[src/rtl/bf_io_port.sv]
// Byte-wide I/O responder for the brainfuck core: an output FIFO drained by the host
// and an input FIFO filled by the host, with full/empty status and sticky error flags.
module bf_io_port #(
   parameter int DEPTH = 4,
   parameter int AW    = 2
) (
   input  logic       clock,
   input  logic       reset,
   input  logic       out_wr,
   input  logic [7:0] out_data,
   output logic       out_full,
   input  logic       in_rd,
   output logic [7:0] in_data,
   output logic       in_empty,
   output logic       host_tx_valid,
   output logic [7:0] host_tx_data,
   input  logic       host_tx_ready,
   input  logic       host_rx_valid,
   input  logic [7:0] host_rx_data,
   output logic       host_rx_ready,
   output logic       out_overrun,
   output logic       in_underrun
);

   localparam logic [AW:0] CNT_FULL = (AW+1)'(DEPTH);
   localparam logic [AW:0] CNT_ONE  = (AW+1)'(1);
   localparam logic [AW-1:0] PTR_ONE = AW'(1);

   logic [7:0]    omem [DEPTH];
   logic [AW-1:0] owr, ord;
   logic [AW:0]   ocnt;
   logic [7:0]    imem [DEPTH];
   logic [AW-1:0] iwr, ird;
   logic [AW:0]   icnt;

   logic o_push, o_pop, i_push, i_pop;

   // Host valid/ready: a byte moves only on an edge where valid and ready are both 1;
   // the sender holds data stable while valid=1 and ready=0. Decisions use the count
   // registered at the start of the cycle, so there is no fall-through either way.
   assign out_full      = (ocnt == CNT_FULL);
   assign host_tx_valid = (ocnt != '0);
   assign in_empty      = (icnt == '0);
   assign host_rx_ready = (icnt != CNT_FULL);

   assign o_push = out_wr && !out_full;
   assign o_pop  = host_tx_valid && host_tx_ready;
   assign i_push = host_rx_valid && host_rx_ready;
   assign i_pop  = in_rd && !in_empty;

   assign host_tx_data = host_tx_valid ? omem[ord] : 8'h00;
   assign in_data      = in_empty ? 8'h00 : imem[ird];

   // Storage carries no reset; stale contents are masked by the counts.
   always_ff @(posedge clock) begin
      if (o_push) omem[owr] <= out_data;
      if (i_push) imem[iwr] <= host_rx_data;
   end

   always_ff @(posedge clock or negedge reset) begin
      if (!reset) begin
         owr         <= '0;
         ord         <= '0;
         ocnt        <= '0;
         iwr         <= '0;
         ird         <= '0;
         icnt        <= '0;
         out_overrun <= 1'b0;
         in_underrun <= 1'b0;
      end else begin
         if (o_push) owr <= owr + PTR_ONE;
         if (o_pop)  ord <= ord + PTR_ONE;
         if (o_push && !o_pop)      ocnt <= ocnt + CNT_ONE;
         else if (o_pop && !o_push) ocnt <= ocnt - CNT_ONE;

         if (i_push) iwr <= iwr + PTR_ONE;
         if (i_pop)  ird <= ird + PTR_ONE;
         if (i_push && !i_pop)      icnt <= icnt + CNT_ONE;
         else if (i_pop && !i_push) icnt <= icnt - CNT_ONE;

         if (out_wr && out_full) out_overrun <= 1'b1;
         if (in_rd && in_empty)  in_underrun <= 1'b1;
      end
   end

endmodule

[config.mk]
export PLATFORM = sky130hd
export DESIGN_NAME = bf_io_port
export DESIGN_NICKNAME = d
export VERILOG_FILES = /design/src/rtl/bf_io_port.sv
export SDC_FILE = /design/constraint.sdc
export NUM_CORES = 1
export LEC_CHECK = 0
export ABC_AREA = 1
export BUFFER_PORTS_ARGS = -buffer_cell sky130_fd_sc_hd__buf_2
export CAP_MARGIN = 5
export CORE_ASPECT_RATIO = 0.75
export CORE_MARGIN = 8
export CORE_UTILIZATION = 40
export CTS_BUF_LIST = sky130_fd_sc_hd__clkbuf_8
export DETAILED_ROUTE_END_ITERATION = 8
export PLACE_DENSITY_LB_ADDON = 0.15
export SLEW_MARGIN = 10
export SYNTH_ARGS = -nofsm -noshare
export SYNTH_HDL_FRONTEND = slang
export SYNTH_SLANG_ARGS = --single-unit
export TNS_END_PERCENT = 100
[constraint.sdc]
create_clock -name clock -period 4.3 [get_ports clock]
set_clock_uncertainty 0.15 [all_clocks]
set_input_delay 0.215 -clock clock [delete_from_list [all_inputs] [get_ports clock]]
set_output_delay 0.215 -clock clock [all_outputs]
set_load 0.03 [all_outputs]
==> results of run 1 <==
-- cell type report --
class | count | area, um^2
multi-input cells | 184 | 963.4
clock buffers | 9 | 123.9
well taps | 128 | 160.2
repair buffers | 64 | 425.4
clock inverters | 7 | 96.34
flip-flops and latches | 80 | 2322
inverters | 97 | 371.6
fillers | 856 | 4621
-- path summary, 6_finish.rpt --
path | startpoint | to | depth (start not counted)
min in group clock | out_overrun | out_overrun | 1
setup reg to reg | ocnt[0] | ocnt[2] | 10
max in group asynchronous | reset | ord[1] | 2
setup / recovery | ord[0] | host_tx_data[4] | 5
hold / removal | reset | out_overrun | 2
hold reg to reg | out_overrun | out_overrun | 1
-- report_power, final --
group | internal, mW | total (mW) | switching [mW]
registers | 1.04 | 1.21 | 0.168
logic | 0.408 | 1.31 | 0.906
clock network | 0.326 | 0.603 | 0.276
-- sequential cells by signal (all words and copies together), names as in the netlist --
register and cells:
out_overrun 1, iwr 2, icnt 3, ord 2
ocnt 3, omem 32, imem 32, owr 2
in_underrun 1, ird 2
-- timing repair --
action / 4_1_cts / 5_1_grt
gates resized for setup: 0 / 0
endpoints found under the hold margin: 86 / 0
hold buffers: 21 / 0
setup endpoints to repair: 0 / 0
-- cell usage after synthesis, drive strengths merged --
master | instances | area (um^2)
a21o | 2 | 15.01
buf | 8 | 88.83
dfrtp | 16 | 400.4
nor2 | 8 | 30.03
nand4 | 2 | 12.51
fa | 2 | 40.04
inv | 97 | 371.6
xnor2 | 4 | 35.03
ha | 10 | 125.1
a21oi | 16 | 87.59
nand2 | 94 | 377.9
nand3 | 42 | 220.2
o21ai | 4 | 20.02
edfxtp | 64 | 1922
-- metal layers --
metal  global-route usage (%)  share of wire [%]  vias up
li1                         -                  -     1285
met1                    16.38                 49     1131
met2                    18.73                 45       46
met3                    4.979                5.1        7
met4                    3.825               0.98        0
met5                        0                  0        -
-- placed cells by master, fill, tap and decap left out, drive strengths merged --
master,instances
fa,2
a21o,2
nand2,94
inv,97
bufinv,2
buf,43
xnor2,4
clkbuf,9
ha,10
nor2,8
dfrtp,16
edfxtp,64
o21ai,4
dlygate4sd3,21
nand4,2
clkinv,3
nand3,42
clkinvlp,2
a21oi,16
-- logic make-up after synthesis --
kind of cell | share of synthesized area, %
AO/OA/AOI/OAI | 3.273
XOR/XNOR | 0.9351
adder cells (fa/ha/maj) | 4.409
buffers and inverters | 12.29
flip-flops | 61.99
AND/OR/NAND/NOR | 17.10
-- critical path, cell delays in order (launching register included) --
cell     delay, ns
dfrtp_1       0.83
inv_6         0.19
nand2_1       0.10
nand3_1       0.06
a21oi_1       0.19
buf_2         0.23
-- metrics by stage --
| stage | std cells | hold slack [ns] | instance area, um^2 | utilization, % |
|---|---|---|---|---|
| floorplan | 369 | -0.2306 | 3746 | - |
| global placement | 532 | 0.01424 | 4033 | 44.39 |
| detailed placement | 532 | 0.01676 | 4033 | 44.39 |
| CTS | 569 | 0.1402 | 4463 | 49.13 |
| global route | 569 | 0.1798 | 4463 | 49.13 |
| finish | 569 | 0.1545 | 4463 | 49.13 |
==> flow_summary.ini, run 1 <==
[outcome]
outcome = completed

[finish]
n_antenna_cell = 0
final_nets = 470
areaGrowthSynthToFinish_pct = 19.14
layout-drive-gt1-share_pct = 17.23

[clock_network]
h-tree-depth = 3
tritoncts = built
worstSkewPairLatency_ns = 0.36
clk_path_buf_depth = 2
cts_buffers = 9
clock-sinks = 80
post_cts_buffers = 0
cts-root-buf = clkbuf_8
path_clk_slew_ns = 0.08

[synthesis]
ys_seq_area_share_pct = 61.99
synth_cell_types = 23
syn_area_mm2 = 0.003746
yosys_warnings = 0
avgSynthCellArea_um2 = 10.15
synth_nets = 403
yosys_register_bits = 80
netlist_instances = 369

[pwr]
vdd_ir_drop_max_v = 0.0002955
power_density_mw_per_mm2 = 700.5
p_leak_nw = 2.099
power_mw = 3.126

[worst_setup_path]
end_kind = output port
worstSetupStartpointType = flip-flop
reg2reg_slack_ns = 2.27
path_max_fanout = 19
required_ns = 3.93
cp.arrival_ns = 1.96
crit_type = flip-flop to output port

[grt]
grt-ovfl-total = 0
first_global_vias = 2469
grt_max_degree = 20
antenna_found_initial = 0
grt_pass1_wl_um = 12180
grtUsageTotal_pct = 12.55

[place]
pre_cts_ws_ns = 2.264
place_congestion = 0.7598
dp_hpwl_um = 5007
io_buffer_count = 43

[die]
start_util_pct = 41.24
rows = 30
die_h_um = 99.81
die_w_um = 127.7
num_io_pins = 44
dieArea_mm2 = 0.01275
core_mm2 = 0.009084

[sta]
period_share_pct = 54.07
setup_ws_ns = 1.975
fin_crit_ns = 2.325
tightest_slew_ns = 0.8979
hold_viol_final = 0
fin_tns_setup_ns = 0
grt_setup_unrepaired = false
setup_viol = 0
slew_headroom_pct = 39.92
slew_viol_final = 0
fmax_mhz = 430.1

[drt]
wirelength_um = 7367
wl_per_cell_um = 12.95
avgViaCountPerCell = 4.339
drtIter0Drc = 135
drc = 0
antenna_left = 0
first_pass_iters = 4
num_vias = 2469

[job]
drv_cap = 0

[hold_path]
hp-class = primary input to async pin
Power figures use the tool's default switching activity.
==> run 2: changes to the inputs <==
Clock period 4.3 ns to 2.1 ns, I/O delays scaled along.
==> run 2 against run 1 <==
Clock power increased by 82%. Global-route usage up 0.51 points. Utilization rose by 1.1 points. Critical path depth increased by 5. Worst hold slack worse by 0.10 ns. Final cell count up 2.3%. First-iteration DRC count grew 7.4%. Non-clock buffer count up 13. Sequential share of layout area decreased by 1.2 points. Sequential cell count is the same. Critical path type is now flip-flop to flip-flop.
==> flow_summary.ini, run 2 (same netlist as run 1, synthesis figures left out) <==
[drt]
num_vias = 2493
wl_per_cell_um = 12.84
drtIter0Drc = 145
drc = 0
first_pass_iters = 4
wirelength_um = 7470
antenna_left = 0
avgViaCountPerCell = 4.284

[sta]
fin_tns_setup_ns = 0
grt_setup_unrepaired = false
slew_headroom_pct = 73.73
tightest_slew_ns = 0.3940
period_share_pct = 93.15
holdWs_ns = 0.05047
slew_viol_final = 0
hold_viol_final = 0
fin_crit_ns = 1.956
fmax_mhz = 511.2
setup_viol = 0

[die]
core_mm2 = 0.009084
die_w_um = 127.7
die_h_um = 99.81
start_util_pct = 41.24
num_io_pins = 44
rows = 30
dieArea_mm2 = 0.01275

[job]
drv_cap = 0

[clock_network]
post_cts_buffers = 0
h-tree-depth = 3
cts-root-buf = clkbuf_8
clock-sinks = 80
clk_path_buf_depth = 2
worstSkewPairLatency_ns = 0.35
cts_buffers = 9
path_clk_slew_ns = 0.08
tritoncts = built

[worst_setup_path]
crit_path_start = ocnt[0]
path_max_fanout = 4
required_ns = 2.20
crit_type = flip-flop to flip-flop
cp.arrival_ns = 2.05
worstSetupStartpointType = flip-flop
timing.rr.start = ocnt[0]
end_kind = flip-flop

[outcome]
outcome = completed

[finish]
n_antenna_cell = 0
final_common_cell = inv_1
largestRegisters = imem: 32 flops, omem: 32 flops
final_cell_mix = inv_1 (96), nand2_1 (82), edfxtp_1 (64), buf_2 (43), nand3_1 (36)
areaGrowthSynthToFinish_pct = 21.91
nFillCells = 856
postLayoutCellArea_mm2 = 0.004567
layout-drive-gt1-share_pct = 20.48
final_nets = 483

[place]
place_congestion = 0.7461
io_buffer_count = 43
dpl_cell_area_mm2 = 0.004140
dp_hpwl_um = 5021

[grt]
first_global_vias = 2510
antenna_found_initial = 0
grt-ovfl-total = 0
grtUsageTotal_pct = 13.06
grt_pass1_wl_um = 12700
grt_max_degree = 18

[hold_path]
hp-class = primary input to async pin

[pwr]
vdd_ir_drop_max_v = 0.0007496
p_leak_nw = 2.178
power_density_mw_per_mm2 = 1412
power_mw = 6.448
-- run 2: repair_timing --
item,4_1_cts,5_1_grt
resized for setup,0,6
hold endpoints to repair,90,0
hold buffers,21,0
endpoints found under the setup margin,0,2
-- run 2: layout make-up --
| type | instances | area, um^2 | share of cell area, % |
|---|---|---|---|
| clock buffer | 10 | 137.6 | 3.014 |
| clock inverter | 6 | 53.80 | 1.178 |
| inverter | 97 | 371.6 | 8.137 |
| multi-input combinational | 184 | 998.5 | 21.86 |
| sequential | 80 | 2322 | 50.85 |
| tap | 128 | 160.2 | 3.507 |
| timing repair buffer | 77 | 523.0 | 11.45 |
-- run 2: layer usage --
| layer | GRT usage [%] | part of all wire (%) |
|---|---|---|
| met5 | 0 | 0 |
| met2 | 19.75 | 45 |
| met1 | 16.87 | 50 |
| met4 | 4.736 | 1.1 |
| met3 | 4.661 | 4.4 |
-- run 2: path summary, 6_finish.rpt --
kind	end	slack, ns	depth (start not counted)
min reg2reg	out_overrun	0.30	1
min	ord[0]	0.05	2
max in group asynchronous	icnt[1]	1.46	2
min in group clock	out_overrun	0.30	1
max	ocnt[2]	0.14	10
max reg2reg	ocnt[2]	0.14	10
-- run 2: critical path, stage by stage, from the launching register on --
cell,delay [ns]
dfrtp_1,0.42
inv_1,0.11
nand3_2,0.15
nand2_4,0.11
ha_1,0.16
inv_1,0.06
fa_1,0.38
nand2_1,0.10
nand3_1,0.09
nand2_1,0.07
nand2_1,0.05
-- run 2: power by group --
part / internal [mW] / switching [mW] / leakage (nW)
combinational: 0.956 / 2.07 / 1.30
sequential: 2.13 / 0.193 / 0.774
clock: 0.567 / 0.530 / 0.106
-- run 2: per-stage QoR --
step / util [%] / worst slack [ns] / instances
5_1_grt: 50.28 / 0.000003775 / 582
3_5_place_dp: 45.58 / 0.1454 / 545
3_3_place_gp: 45.58 / 0.1935 / 545
6_report: 50.28 / 0.1438 / 582
4_1_cts: 50.00 / 0.1308 / 582
2_1_floorplan: - / 0.1132 / 369
